`src/rtl/hazard_ctrl.sv`:
```
// Hazard controller for the 5-stage MIPS core: ID-stage forwarding selects,
// load-use bubbles, branch flushes and a MEM-wait freeze FSM with timeout.
module hazard_ctrl #(
    parameter int MEM_TIMEOUT = 64,
    parameter int CNT_W       = 16
) (
    input  logic             clk,
    input  logic             rst_n,
    input  logic [4:0]       id_rs,
    input  logic [4:0]       id_rt,
    input  logic             id_reg1_read,
    input  logic             id_reg2_read,
    input  logic             id_branch_or_jump,
    input  logic             ex_regwrite,
    input  logic             ex_memtoreg,
    input  logic [4:0]       ex_wreg,
    input  logic             mem_regwrite,
    input  logic [4:0]       mem_wreg,
    input  logic             wb_regwrite,
    input  logic [4:0]       wb_wreg,
    input  logic             dmem_req,
    input  logic             dmem_ready,
    output logic [1:0]       red1_select_signal,
    output logic [1:0]       red2_select_signal,
    output logic             stall_pc,
    output logic             stall_if_id,
    output logic             flush_if_id,
    output logic             flush_id_ex,
    output logic             freeze_all,
    output logic             bus_err,
    output logic [CNT_W-1:0] stall_cycles
);
    localparam int WC_W = $clog2(MEM_TIMEOUT + 1);

    typedef enum logic [1:0] {RUN, MEM_WAIT, ERR} state_t;

    state_t          state, state_nxt;
    logic [WC_W-1:0] wcnt, wcnt_nxt;
    logic            lu, mem_miss;

    // A load in EX cannot forward yet; that case is handled as a load-use stall.
    function automatic logic [1:0] fwd_sel(
        input logic [4:0] op,
        input logic       exw, exm,
        input logic [4:0] exd,
        input logic       mw,
        input logic [4:0] md,
        input logic       ww,
        input logic [4:0] wd
    );
        if (op == 5'd0)                      return 2'b00;
        else if (exw && !exm && exd == op)   return 2'b01;
        else if (mw && md == op)             return 2'b10;
        else if (ww && wd == op)             return 2'b11;
        else                                 return 2'b00;
    endfunction

    assign lu = ex_regwrite && ex_memtoreg && (ex_wreg != 5'd0) &&
                ((id_reg1_read && ex_wreg == id_rs) || (id_reg2_read && ex_wreg == id_rt));
    assign mem_miss = dmem_req && !dmem_ready;

    always_ff @(posedge clk or negedge rst_n) begin
        if (!rst_n) begin
            state <= RUN;
            wcnt  <= '0;
        end else begin
            state <= state_nxt;
            wcnt  <= wcnt_nxt;
        end
    end

    always_comb begin
        state_nxt = state;
        wcnt_nxt  = wcnt;
        case (state)
            RUN: if (mem_miss) begin
                state_nxt = MEM_WAIT;
                wcnt_nxt  = WC_W'(1);
            end
            MEM_WAIT: if (dmem_ready) begin
                state_nxt = RUN;
                wcnt_nxt  = '0;
            end else begin
                wcnt_nxt = wcnt + WC_W'(1);
                if (wcnt_nxt == WC_W'(MEM_TIMEOUT)) state_nxt = ERR;
            end
            ERR:     state_nxt = ERR;
            default: state_nxt = RUN;
        endcase
    end

    // All combinational outputs are forced low while reset is asserted.
    always_comb begin
        red1_select_signal = 2'b00;
        red2_select_signal = 2'b00;
        stall_pc           = 1'b0;
        stall_if_id        = 1'b0;
        flush_if_id        = 1'b0;
        flush_id_ex        = 1'b0;
        freeze_all         = 1'b0;
        if (rst_n) begin
            red1_select_signal = fwd_sel(id_rs, ex_regwrite, ex_memtoreg, ex_wreg,
                                         mem_regwrite, mem_wreg, wb_regwrite, wb_wreg);
            red2_select_signal = fwd_sel(id_rt, ex_regwrite, ex_memtoreg, ex_wreg,
                                         mem_regwrite, mem_wreg, wb_regwrite, wb_wreg);
            case (state)
                RUN: begin
                    if (mem_miss) begin
                        freeze_all  = 1'b1;
                        stall_pc    = 1'b1;
                        stall_if_id = 1'b1;
                    end else if (lu) begin
                        stall_pc    = 1'b1;
                        stall_if_id = 1'b1;
                        flush_id_ex = 1'b1;
                    end else if (id_branch_or_jump) begin
                        flush_if_id = 1'b1;
                    end
                end
                default: begin
                    freeze_all  = 1'b1;
                    stall_pc    = 1'b1;
                    stall_if_id = 1'b1;
                end
            endcase
        end
    end

    always_ff @(posedge clk or negedge rst_n) begin
        if (!rst_n) begin
            bus_err      <= 1'b0;
            stall_cycles <= '0;
        end else begin
            if (state_nxt == ERR) bus_err <= 1'b1;
            if (stall_pc && stall_cycles != '1) stall_cycles <= stall_cycles + CNT_W'(1);
        end
    end
endmodule

```
`config.mk`:
```
export PLATFORM = sky130hd
export DESIGN_NAME = hazard_ctrl
export DESIGN_NICKNAME = d
export VERILOG_FILES = /design/src/rtl/hazard_ctrl.sv
export SDC_FILE = /design/constraint.sdc
export NUM_CORES = 1
export LEC_CHECK = 0
export ABC_AREA = 1
export ABC_CLOCK_PERIOD_IN_PS = 3600
export BUFFER_PORTS_ARGS = -buffer_cell sky130_fd_sc_hd__buf_2
export CELL_PAD_IN_SITES_DETAIL_PLACEMENT = 1
export CELL_PAD_IN_SITES_GLOBAL_PLACEMENT = 1
export CORE_UTILIZATION = 39
export CTS_CLUSTER_DIAMETER = 100
export CTS_CLUSTER_SIZE = 12
export DETAILED_ROUTE_END_ITERATION = 6
export GPL_ROUTABILITY_DRIVEN = 0
export PLACE_DENSITY = 0.82
export SYNTH_ARGS = -nofsm -noshare
export SYNTH_HDL_FRONTEND = slang
export SYNTH_SLANG_ARGS = --single-unit
```
`constraint.sdc`:
```
create_clock -name clk -period 3.6 [get_ports clk]
set_clock_uncertainty 0.1 [all_clocks]
set_input_delay 0.54 -clock clk [delete_from_list [all_inputs] [get_ports clk]]
set_output_delay 0.54 -clock clk [all_outputs]
set_load 0.01 [all_outputs]
```
# [Yosys cells after proc, flatten, opt, wreduce, memory -nomap -nowiden]
# Index checks and enable logic that the tools add are counted.
[totals] reg_bits=26 output_inout_bits=26 input_bits=36 elab_cells=73
[op_classes] n_eq_ne=12 n_reduce_logical=23 muxes=32 addsub=2
[ops] op="equality test 5 bit" count=6
[ops] op="two-way mux 2 bit" count=13
[ops] op="adder 16 x 1 -> 16 bit, second input constant" count=1
[ops] op="!= test 16 bit, second input constant" count=1
[ops] op="two-way mux 1 bit" count=15
[ops] op="logical AND 1 bit" count=14
[ops] op="two-way mux 7 bit" count=2
[ops] op="one-hot mux 7 bit (2 select lines)" count=1
[ops] op="logical NOT 5 bit" count=2
[ops] op="adder 7 x 1 -> 7 bit, second input constant" count=1
[ops] op="equality test 7 bit, second input constant" count=1
[ops] op="one-hot mux 2 bit (3 select lines)" count=1
[ops] op="nonzero test 5 bit" count=1
[ops] op="equality test 2 bit, second input constant" count=2
[ops] op="equality test 2 x 1 -> 1 bit, second input constant" count=1
[ops] op="logical NOT 1 bit" count=2
[ops] op="logical NOT 2 bit" count=1
[ops] op="!= test 2 bit, second input constant" count=1
[ops] op="AND reduction 2 bit" count=1
[ops] op="nonzero test 2 bit" count=1
[ops] op="logical OR 1 bit" count=1

# [Logic depth before layout (Yosys ltp)]
[depth] ltp_word=9 ltp_mapped=12 ltp_nobuf=11

# [Worst setup path before layout]
# OpenSTA, ideal clock, no wires.
[synth_path] path_type="input port to output port" from="in id_rt[1]" to="out stall_pc" required_ns=2.960 arrival_time_ns=1.533 path_buffers=2 path_stages=10 setup_slack_ns=1.427 cell_sequence="inv_1 > nand2_1 > nand2_1 > nor2_1 > nand4_1 > nand2_1 > nand3_1 > nand2_2 > buf_4 > buf_4"
[synth_via] elab_chain_len=8
[synth_rtl] element="start: declaration" line="10" rtl="input logic [4:0] id_rt,"
[synth_rtl] element="equality test 5 bit" line="59" rtl="((id_reg1_read && ex_wreg == id_rs) || (id_reg2_read && ex_wreg == id_rt));"
[synth_rtl] element="logical AND 1 bit" line="59"
[synth_rtl] element="logical OR 1 bit" line="59"
[synth_rtl] element="logical AND 1 bit" line="58" rtl="assign lu = ex_regwrite && ex_memtoreg && (ex_wreg != 5'd0) &&"
[synth_rtl] element="two-way mux 1 bit (4 in series)"
[synth_rtl] element="end: declaration" line="25" rtl="output logic stall_pc,"
# Every way passes these cells.

# [Worst setup path in the final report]
[layout_path] from="in id_rs[3]" to="out stall_if_id"
[layout_via] elab_chain_len=8
[layout_rtl] element="start: declaration" line="9" rtl="input logic [4:0] id_rs,"
[layout_rtl] element="equality test 5 bit" line="59"
[layout_rtl] element="logical AND 1 bit" line="59"
[layout_rtl] element="logical OR 1 bit" line="59"
[layout_rtl] element="logical AND 1 bit" line="58"
[layout_rtl] element="two-way mux 1 bit" line="112" rtl="end else if (lu) begin"
[layout_rtl] element="two-way mux 1 bit" line="108" rtl="if (mem_miss) begin"
[layout_rtl] element="two-way mux 1 bit" line="106" rtl="case (state)"
[layout_rtl] element="two-way mux 1 bit" line="101" rtl="if (rst_n) begin"
[layout_rtl] element="end: declaration" line="26" rtl="output logic stall_if_id,"
# Every way passes these cells.

==> flow_summary_export.csv <==
group,metric,value,unit
clock_network,tritoncts,"yes",
sta,rsz0062_at_grt,"false",
synth,yosysUniqueCellTypes,30,
worst_setup_path,worst-setup-path-type,"input pin to primary output",
placement,dp_cells,418,
routing,vias_per_cell,5.04,
synth,synth_most_common_cell,"nand2_1",
clock_network,clockBufferDepth,2,
worst_setup_path,worstPathCellList,"buf_2 -> inv_2 -> nand2_1 -> nand2_1 -> nor2_1 -> nand4_1 -> nand2_1 -> nand3_1 -> nand2_2 -> buf_2",
floorplan,row_count,25,
sta,worst_slew_pin_slew,0.547,ns
power_and_ir_drop,power_density,326,nW/um2
power_and_ir_drop,irDropWorstVdd,0.150,mV
layout,drive_gt1_share,22.0,%
sta,min_period,2.55,ns
sta,fin_tns_setup,0,ns
synth,synth_top_cell_by_area,"dfrtp_1",
synth,syn-instance-count,293,
routing,wl_per_cell,14.2,um
layout,seq_area,651,um2
worst_setup_path,cp_common_cell,"nand2_1",
clock_network,cts-resized-gates,0,
worst_setup_path,r2r_start,"stall_cycles[0]",
floorplan,ios,62,
synth,synth-edff-count,0,
layout,fin_nets,394,
sta,worst_slack,1.05,ns
synth,synth_common_cells,"nand2_1, inv_1, nand3_1",
power_and_ir_drop,leakage,1.35,nW
routing,ant_nets,0,
worst_setup_path,cp-end-kind,"primary output",
clock_network,root_buffer,"clkbuf_8",
sta,finalHoldViolations,0,
global_routing,antenna_found_initial,0,
synth,yosysSeqAreaShare,32.1,%
worst_hold_path,hold_path_class,"input pin to async pin",
sta,finalSetupViolCount,0,
worst_setup_path,reg2reg_to,"stall_cycles[10]",
routing,vias,2128,
sta,drv_slew,0,
synth,synth_area,2030,um2
floorplan,coreArea,4850,um2
layout,multi_input_area,1200,um2
clock_network,cts_setup_buffers,0,
routing,drc_errors,0,
clock_network,cts.sinks,26,
synth,synth_top_family_by_area,"simple AND/OR/NAND/NOR gates",
synth,synth-seq-cells,26,
global_routing,grt.total_usage,23.3,%
synth,synthMuxAreaShare,0,%
worst_setup_path,crit_arrival,1.91,ns
sta,clock.fmax,0.392,GHz
clock_network,htree_levels,1,
global_routing,grt_first_pass_wirelength,9770,um
clock_network,insertion_delay,0.28,ns
floorplan,start_util,41.9,%
routing,drtIter0Drc,54,
sta,fin_crit_sh,70.9,%
placement,hpwl,4740,um
floorplan,dieArea,5500,um2
routing,dr.pass1.iters,4,
synth,ys.flop_type,"dfrtp_1",
synth,synth.avg_cell_area,6.93,um2
global_routing,grt_pass1_vias,2065,
layout,area_delta_synth_final,21.5,%
synth,yosys-top-cells-area,"dfrtp_1, nand2_1, xor2_1, nand3_1, inv_1",
synth,syn-num-nets,331,
synth,synth_compound_area_share,6.47,%
worst_setup_path,critPathSlowestCell,"nand2_2",
global_routing,grt_max_degree,20,
placement,portBuffers,61,
synth,synth_top_area_share,32.1,%
floorplan,die_x,74.1,um
synth,yosys_warnings,0,
clock_network,cts_made_buffers,3,
clock_network,clk_pin_slew,0.10,ns
worst_setup_path,rrSetupSlack,1.44,ns
synth,synth_fa_ha_area_share,1.23,%
floorplan,fp.dieH,74.1,um
routing,drt_wl_total,5980,um
placement,place_ws,1.06,ns
worst_setup_path,r2r_cells,9,
worst_setup_path,required,2.96,ns
clock_network,cts_hold_buf,0,
run,cap_violations,0,
synth,synthSimpleGateAreaFrac,39.0,%
layout,layoutNonFillerInstCount,422,
layout,antenna_cells,0,
synth,async_flop_share,100,%
worst_setup_path,crit_path_start_kind,"input pin",
outcome,status,"complete, no violations",
layout,nFillCells,674,
sta,relSlewSlack,63.4,%
global_routing,grt_overflow,0,
worst_setup_path,cp_max_fo,19,
worst_setup_path,slowest_delay,0.35,ns
synth,synth_xor_area_share,12.5,%
-- flip-flops by register name, summed over array words and instances, names as in the netlist --
| register | flops |
|---|---|
| bus_err | 1 |
| stall_cycles | 16 |
| state | 2 |
| wcnt | 7 |
-- cell families after synthesis --
logic type                 Yosys count
buffers and inverters               43
and+or+nand+nor                    170
adders and majority gates            2
AOI/OAI and AO/OA                   23
xor gates and xnor gates            29
DFF                                 26
-- power breakdown --
part | switching [mW] | internal [mW]
sequential | 0.0332 | 0.317
clock | 0.0973 | 0.149
combinational | 0.123 | 0.0844
total | 0.253 | 0.550
-- stage by stage --
stage	hold slack, ns	util, %	power [mW]	cell area [um2]
2_1_floorplan	0.144	-	0.474	2030
3_3_place_gp	0.355	49.4	0.557	2390
3_5_place_dp	0.368	49.4	0.564	2390
4_1_cts	0.0814	50.9	0.814	2470
5_1_grt	0.0903	50.9	0.850	2470
6_report	0.0737	50.9	0.804	2470
-- critical path: cells and delay by family --
family	cells	cell delay (ns)
AND/OR/NAND/NOR	7	0.94
buffers and inverters	3	0.43
-- worst max path at each step --
stage	start	endpoint	slack, ns	cells past startpoint
2_1_floorplan	id_rt[1]	stall_pc	1.43	10
3_3_place_gp	id_rt[3]	stall_pc	1.10	10
3_5_place_dp	id_rs[3]	stall_if_id	1.06	10
4_1_cts	id_rs[3]	stall_if_id	1.06	10
5_1_grt	id_rt[3]	stall_pc	0.86	10
6_report	id_rs[3]	stall_if_id	1.05	10
-- layout by cell type, fill, tap and decap left out, drive strengths merged --
master / instances
o22ai: 5
nand3: 32
nand4: 12
dfrtp: 26
or2: 1
a211oi: 1
xnor2: 10
xor2: 19
nand2: 89
nand2b: 1
a21oi: 9
inv: 39
nor3: 10
clkbuf: 3
ha: 2
nand3b: 3
a32o: 1
o211ai: 1
nor2: 21
bufinv: 1
buf: 62
o21ai: 6
or3: 1
-- layout make-up --
class	count	area share, %
multi-input combinational	224	48.7
inverter	39	5.94
clock inverter	1	1.22
tap	67	3.40
sequential	26	26.4
timing repair buffer	62	12.7
clock buffer	3	1.67
-- metal layers --
| layer | GRT usage, % | vias up | wire length [um] |
|---|---|---|---|
| met4 | 7.26 | 0 | 86 |
| li1 | - | 1073 | - |
| met2 | 39.4 | 35 | 2830 |
| met5 | 0 | - | 0 |
| met3 | 2.71 | 7 | 212 |
| met1 | 31.2 | 1013 | 2850 |
Power figures use the tool's default switching activity.
